[config.mk]
export PLATFORM = sky130hd
export DESIGN_NAME = jam_cost_server
export DESIGN_NICKNAME = d
export VERILOG_FILES = /design/src/rtl/jam_cost_server.sv
export SDC_FILE = /design/constraint.sdc
export NUM_CORES = 1
export LEC_CHECK = 0
export ABC_CLOCK_PERIOD_IN_PS = 2400
export CAP_MARGIN = 20
export CORE_MARGIN = 1
export CORE_UTILIZATION = 45
export CTS_BUF_LIST = sky130_fd_sc_hd__clkbuf_4
export DETAILED_ROUTE_END_ITERATION = 8
export GPL_TIMING_DRIVEN = 0
export SKIP_LAST_GASP = 1
export SLEW_MARGIN = 40
export SYNTH_ARGS = -nofsm -noshare
export SYNTH_HDL_FRONTEND = slang
export SYNTH_SLANG_ARGS = --single-unit
export TNS_END_PERCENT = 1
[constraint.sdc]
create_clock -name CLK -period 2.4 [get_ports CLK]
set_input_delay 0.6 -clock CLK [delete_from_list [all_inputs] [get_ports CLK]]
set_output_delay 0.6 -clock CLK [all_outputs]
set_load 0.02 [all_outputs]
[src/rtl/jam_cost_server.sv]
// Cost-table server for the job-assignment engine: loads a 64-entry 8x8 cost table,
// serves registered costs by (W,J), counts address changes, and captures the engine result.
module jam_cost_server #(
    parameter int QCNT_W = 7
) (
    input  logic              CLK,
    input  logic              RST,
    input  logic              load_valid,
    input  logic [6:0]        load_data,
    output logic              load_ready,
    input  logic [2:0]        W,
    input  logic [2:0]        J,
    output logic [6:0]        Cost,
    input  logic [3:0]        MatchCount,
    input  logic [9:0]        MinCost,
    input  logic              Valid,
    output logic              res_done,
    output logic [3:0]        res_match,
    output logic [9:0]        res_min,
    output logic [QCNT_W-1:0] query_cnt
);

    typedef enum logic [1:0] {
        LOAD  = 2'd0,
        SERVE = 2'd1,
        DONE  = 2'd2
    } state_t;

    state_t            state_reg, state_next;
    logic [5:0]        addr_reg;
    logic [6:0]        cost_mem [0:63];
    logic [6:0]        cost_reg;
    logic [5:0]        prev_reg;
    logic              prev_valid_reg;
    logic [QCNT_W-1:0] qcnt_reg;
    logic              done_reg;
    logic [3:0]        match_reg;
    logic [9:0]        min_reg;

    logic [5:0]        rd_addr;
    logic              load_accept;
    logic              addr_change;
    logic              qcnt_sat;

    assign rd_addr     = {W, J};
    assign load_accept = (state_reg == LOAD) && load_valid;
    // The first serving cycle always counts as a change.
    assign addr_change = !prev_valid_reg || (rd_addr != prev_reg);
    assign qcnt_sat    = &qcnt_reg;

    always_comb begin
        state_next = state_reg;
        unique case (state_reg)
            LOAD:    if (load_accept && (addr_reg == 6'd63)) state_next = SERVE;
            SERVE:   if (Valid) state_next = DONE;
            DONE:    state_next = DONE;
            default: state_next = LOAD;
        endcase
    end

    always_ff @(posedge CLK or negedge RST) begin
        if (!RST) begin
            state_reg      <= LOAD;
            addr_reg       <= 6'd0;
            cost_reg       <= 7'd0;
            prev_reg       <= 6'd0;
            prev_valid_reg <= 1'b0;
            qcnt_reg       <= '0;
            done_reg       <= 1'b0;
            match_reg      <= 4'd0;
            min_reg        <= 10'd0;
        end else begin
            state_reg <= state_next;
            if (load_accept) addr_reg <= addr_reg + 6'd1;

            if (state_reg == LOAD) cost_reg <= 7'd0;
            else                   cost_reg <= cost_mem[rd_addr];

            if (state_reg == SERVE) begin
                prev_reg       <= rd_addr;
                prev_valid_reg <= 1'b1;
                if (addr_change && !qcnt_sat)
                    qcnt_reg <= qcnt_reg + {{(QCNT_W-1){1'b0}}, 1'b1};
                if (Valid) begin
                    done_reg  <= 1'b1;
                    match_reg <= MatchCount;
                    min_reg   <= MinCost;
                end
            end else if (state_reg == LOAD) begin
                prev_valid_reg <= 1'b0;
            end
        end
    end

    // Table storage is deliberately outside the reset domain so it maps to block RAM.
    always_ff @(posedge CLK) begin
        if (load_accept && RST) cost_mem[addr_reg] <= load_data;
    end

    assign load_ready = (state_reg == LOAD);
    assign Cost       = cost_reg;
    assign res_done   = done_reg;
    assign res_match  = match_reg;
    assign res_min    = min_reg;
    assign query_cnt  = qcnt_reg;

endmodule

Word level (Yosys, flattened, before mapping)
Memories as Yosys holds them, arrays and structs flattened. Cells that the tools add are included.

Bits of input ports: 31. Bits in read-only memories: 0. Bits in latches: 0. Output and inout bits: 30. Bits in writable memories: 448. Flip-flop bits (word level): 44. Memories kept: 1.

Multiply operators: 0. Add/subtract/negate cells: 2. Div/mod/pow operators: 0. Magnitude comparators: 0. Bitwise logic cells: 0. Eq/ne operators: 6. Reductions and logical operators: 13. Muxes and demuxes: 8. Shift operators: 0.

Memory list: cost_mem (words 64, width 7, read ports 1, clocked after memory_dff 0, wr ports 1, line 31) `logic [6:0] cost_mem [0:63];`.

Operators by type and width (count): $add A7 B1 Y7 const B (1); $mux W7 (1); $reduce_and A7 Y1 (1); $add A6 B1 Y6 const B (1); $eq A6 B6 Y1 const B (1); $ne A6 B6 Y1 (1); $pmux W2 S3 (1); $reduce_and A2 Y1 (3); $logic_and A1 B1 Y1 (4); $mux W1 (4); $mux W2 (2); $eq A2 B1 Y1 const B (1); $eq A2 B2 Y1 const B (1); $logic_not A1 Y1 (2); $logic_not A2 Y1 (1); $ne A2 B1 Y1 const B (1); $ne A2 B2 Y1 const B (1); $reduce_bool A2 Y1 (1); $logic_or A1 B1 Y1 (1).

Logic depth before layout (Yosys ltp)
Depth in word-level cells: 5. Depth in mapped cells: 8. Mapped depth without buffers: 7.

Least setup slack after synthesis
No wires, ideal clock.

Kind: reg-to-reg. Start: register state_reg[0]. End: memory cost_mem[57][0] (enable). Path buffers: 1. Setup time: 0.360 ns. Data arrival time: 1.885 ns. Setup slack: 0.155 ns. Stages on the path, launching flop included: 8. Path through: dfrtp_1 inv_1 ha_1 clkbuf_1 inv_1 nor2_1 nand3_1 nor2_1.

Word-level cells in the longest chain between the ends: 5.

Ends and longest elaborated chain: from (decl) (line 29) `state_t state_reg, state_next;`; from (signal assigned) (line 73) `state_reg <= state_next;`; $logic_not A2 Y1; via load_ready (line 10) `output logic load_ready,`; $logic_and A1 B1 Y1 (line 46) `assign load_accept = (state_reg == LOAD) && load_valid;`; $logic_and A1 B1 Y1 (line 97) `if (load_accept && RST) cost_mem[addr_reg] <= load_data;`; $mux W1 (line 97); $mux W1 (not written as such) (line 97); to (decl) (line 31).

The timed path passes the listed nets, and every way through them passes these cells.

Worst setup path after layout
Start: register state_reg[1]. End: output load_ready.

Word-level cells in the longest chain between the ends: 1.

Ends and longest elaborated chain: $logic_not A2 Y1 (line 100) `assign load_ready = (state_reg == LOAD);`; to (decl) (line 10).

Every way passes these cells.

==> results.toml <==
[run_status]
outcome = "finished with violations"
violations = "setup timing"

[synth]
ys_seq_area_share_pct = 75.58
syn_area_per_cell_um2 = 20.42
yosysUniqueCellTypes = 48
syn_nets = 978
syn_inst = 943
yosys_warnings = 0
synth_area_um2 = 19260
ys_ff_latch = 492

[timing]
hold_viol = 0
skew_ps = 38.84
fin_crit_sh_pct = 115.2
slew_viol_final = 0
setup_slack_ps = -365.3
fin_crit_ps = 2765
relSlewSlack_pct = 42.90
fin_setup_tns_ps = -71900
max_freq_ghz = 0.3616
worst_pin_slew_ps = 856.5
whs_ps = 50.90
setup_viol = 394
rsz0062_at_grt = "yes"

[critical_path]
cp_num_buf_inv = 2
endpoint_kind = "output pin"
cp_slowest_stage_delay_ps = 650
reg2reg_slack_ps = -340
reg2regPathDepth = 5
cp_max_fo = 3
required_ps = 1800
crit_path_start_kind = "flip-flop"
critPathSlowestCell = "clkdlybuf4s50_1"
cp_data_arrival_time_ps = 2170
r2r_start = "state_reg[1]"
path_class = "flip-flop to output pin"
r2r-end = "cost_mem[46][6]"
worstPathCellList = "inv_1 -> ha_1 -> clkdlybuf4s50_1"
path_delay_family = "buffers and inverters"

[pwr]
power_leakage_nw = 7.580
powerDensity_nw_per_um2 = 855.8
ir_worst_vdd_mv = 0.3894
finalPower_w = 0.01938

[final_layout]
largest_register_ffs = 448
area.sequential_um2 = 14550
fin_nets = 1184
multi_input_area_um2 = 4607
synthToLayoutAreaGrowth_pct = 17.57
largest_register = "cost_mem"
drive_gt1_share_pct = 37.22
fillCellCount = 3374
fin_cells = 1778

[global_route]
overflow = 0
first_global_vias = 10460
grt_pass1_wl_mm = 69.72
grt_max_degree = 53
antenna_found_initial = 1
grt.total_usage_pct = 22.88

[drt]
num_vias = 10250
via_per_inst = 5.762
drtPass1Iterations = 6
drt-initial-drc-count = 1156
drt-total-wl_mm = 48.08
drc = 0
ant_nets = 0
wl_per_cell_um = 27.04

[floorplanning]
die_x_um = 208.9
dieArea_um2 = 43620
rows = 75
fp.dieH_um = 208.9
initial_utilization_pct = 45.80
coreArea_um2 = 42040
io-pin-count = 61

[clock_network]
clkTransAtPathRegs_ps = 70
clk_latency_ps = 840
cts_sinks = 492
htreeDepth = 4
clock_tree.buffer_depth = 3
cts_buffers = 130
cts_tree = "done"
cts_root_buf = "clkbuf_4"

[min_path]
hp-class = "input pin to asynchronous set/reset pin"

[placement]
place_inst = 1546
place_ws_ps = -1031
dp_hpwl_mm = 31.55
port_buffers = 56
gp_congestion = 0.9365

[flow_run]
cap_violations = 0
==> worst register-to-register path: stages (launching register included) <==
cell and delay [ps]:
dfrtp_1 380, inv_1 80, ha_1 240, clkbuf_2 280, nand3_1 580, nor2_1 820
==> final cells by class <==
cell class | instances | area share [%]
Tap cell | 539 | 2.979
Inverter | 4 | 0.06632
Sequential cell | 492 | 64.29
Clock buffer | 195 | 6.466
Buffer | 49 | 1.398
Antenna cell | 3 | 0.03316
Clock inverter | 24 | 0.7682
Timing Repair Buffer | 74 | 3.653
Multi-Input combinational cell | 398 | 20.35
==> cells by family (layout without fill, tap and decap cells) <==
logic type | count (synthesis) | after routing | synth area share (%)
other | 0 | 3 | 0
buffers and inverters | 53 | 346 | 1.715
xor gates and xnor gates | 16 | 16 | 0.7278
muxes | 155 | 155 | 15.55
DFF | 492 | 492 | 75.58
AOI/OAI and AO/OA | 55 | 55 | 2.138
and+or+nand+nor | 168 | 168 | 4.029
adders and majority gates | 4 | 4 | 0.2599
==> cells in the mapped netlist, drive strengths merged <==
library cell / instances / area [um2]
a2111oi: 1 / 8.760
a211o: 1 / 8.760
a211oi: 5 / 37.54
a21o: 1 / 7.510
a21oi: 6 / 30.03
a221oi: 1 / 8.760
a22o: 2 / 17.52
a22oi: 9 / 67.56
a311o: 1 / 10.01
a31oi: 1 / 6.260
a32o: 4 / 40.04
a41o: 1 / 10.01
and2: 1 / 6.260
and3: 7 / 43.79
buf: 32 / 251.5
clkbuf: 17 / 63.81
dfrtp: 44 / 1101
edfxtp: 448 / 13450
ha: 4 / 50.05
inv: 4 / 15.01
mux2: 23 / 259.0
mux2i: 19 / 190.2
mux4: 113 / 2545
nand2: 20 / 75.07
nand2b: 5 / 31.28
nand3: 16 / 80.08
nand3b: 4 / 30.03
nand4: 8 / 50.05
nand4b: 2 / 17.52
nor2: 86 / 322.8
nor2b: 10 / 62.56
nor3: 4 / 20.02
o21ai: 2 / 10.00
o221ai: 2 / 17.52
o22a: 1 / 8.760
o22ai: 12 / 75.07
o311ai: 1 / 16.27
o31a: 1 / 8.760
o31ai: 3 / 22.52
or2: 1 / 6.260
or3: 2 / 12.51
or3b: 2 / 17.52
xnor2: 9 / 78.83
xor2: 7 / 61.31
==> per-layer routing <==
layer | track usage (%) | vias to the layer above | routed length, um
li1 | - | 4365 | -
met1 | 32.29 | 5319 | 20320
met2 | 34.07 | 469 | 22420
met3 | 6.057 | 92 | 4137
met4 | 9.204 | 0 | 1198
met5 | 0 | - | 0
==> cells in the final DEF (no fill, tap or decap), types with 5 or more instances in the layout <==
| cell | Yosys | routed |
|---|---|---|
| nand2b_1 | 5 | 5 |
| mux2i_1 | 19 | 19 |
| mux4_2 | 113 | 113 |
| nand4_1 | 8 | 8 |
| inv_2 | 0 | 7 |
| buf_4 | 7 | 19 |
| a22oi_1 | 9 | 9 |
| mux2_2 | 23 | 23 |
| a211oi_1 | 5 | 5 |
| and3_1 | 7 | 7 |
| clkbuf_4 | 0 | 195 |
| nor2_4 | 0 | 16 |
| dfrtp_1 | 44 | 44 |
| buf_6 | 7 | 8 |
| clkdlybuf4s50_1 | 0 | 48 |
| nand2_1 | 20 | 19 |
| buf_2 | 16 | 17 |
| o22ai_1 | 12 | 12 |
| nand3_1 | 16 | 14 |
| nor2_2 | 0 | 35 |
| edfxtp_1 | 448 | 448 |
| xor2_1 | 7 | 7 |
| buf_12 | 2 | 14 |
| nor2_1 | 86 | 35 |
| clkbuf_1 | 17 | 16 |
| clkinv_1 | 0 | 12 |
| nor2b_1 | 10 | 10 |
| xnor2_1 | 9 | 9 |
| a21oi_1 | 6 | 6 |
==> report_power, final <==
| group | switching, W | internal (W) |
|---|---|---|
| sequential | 0.000146 | 0.00965 |
| clock | 0.00330 | 0.00401 |
| combinational | 0.00143 | 0.000842 |
| total | 0.00487 | 0.0145 |
==> what timing repair did <==
action / CTS / global route
gates resized for setup: 58 / 9
endpoints found under the hold margin: 44 / 0
setup endpoints to repair: 482 / 485
hold buffers: 5 / 0
pin swaps: 1 / 0
setup buffers: 2 / 2
==> how the worst max path moves through the flow <==
stage / from / endpoint / slack (ps) / cells past startpoint
finish: state_reg[1] / load_ready / -370 / 3
global route: state_reg[1] / load_ready / -480 / 3
CTS: state_reg[1] / cost_mem[4][3] / -470 / 5
detailed placement: W[1] / Cost[5] / -1030 / 6
global placement: RST / cost_mem[8][2] / -2620 / 5
floorplan: state_reg[0] / cost_mem[57][0] / 150 / 7
==> stage by stage <==
stage               utilization, %  instance area (um2)
global route                 53.85                22640
detailed placement           49.10                20640
finish                       53.85                22640
global placement             48.74                20490
CTS                          53.71                22580
floorplan                        -                19260
(Power assumes the default switching activity.)
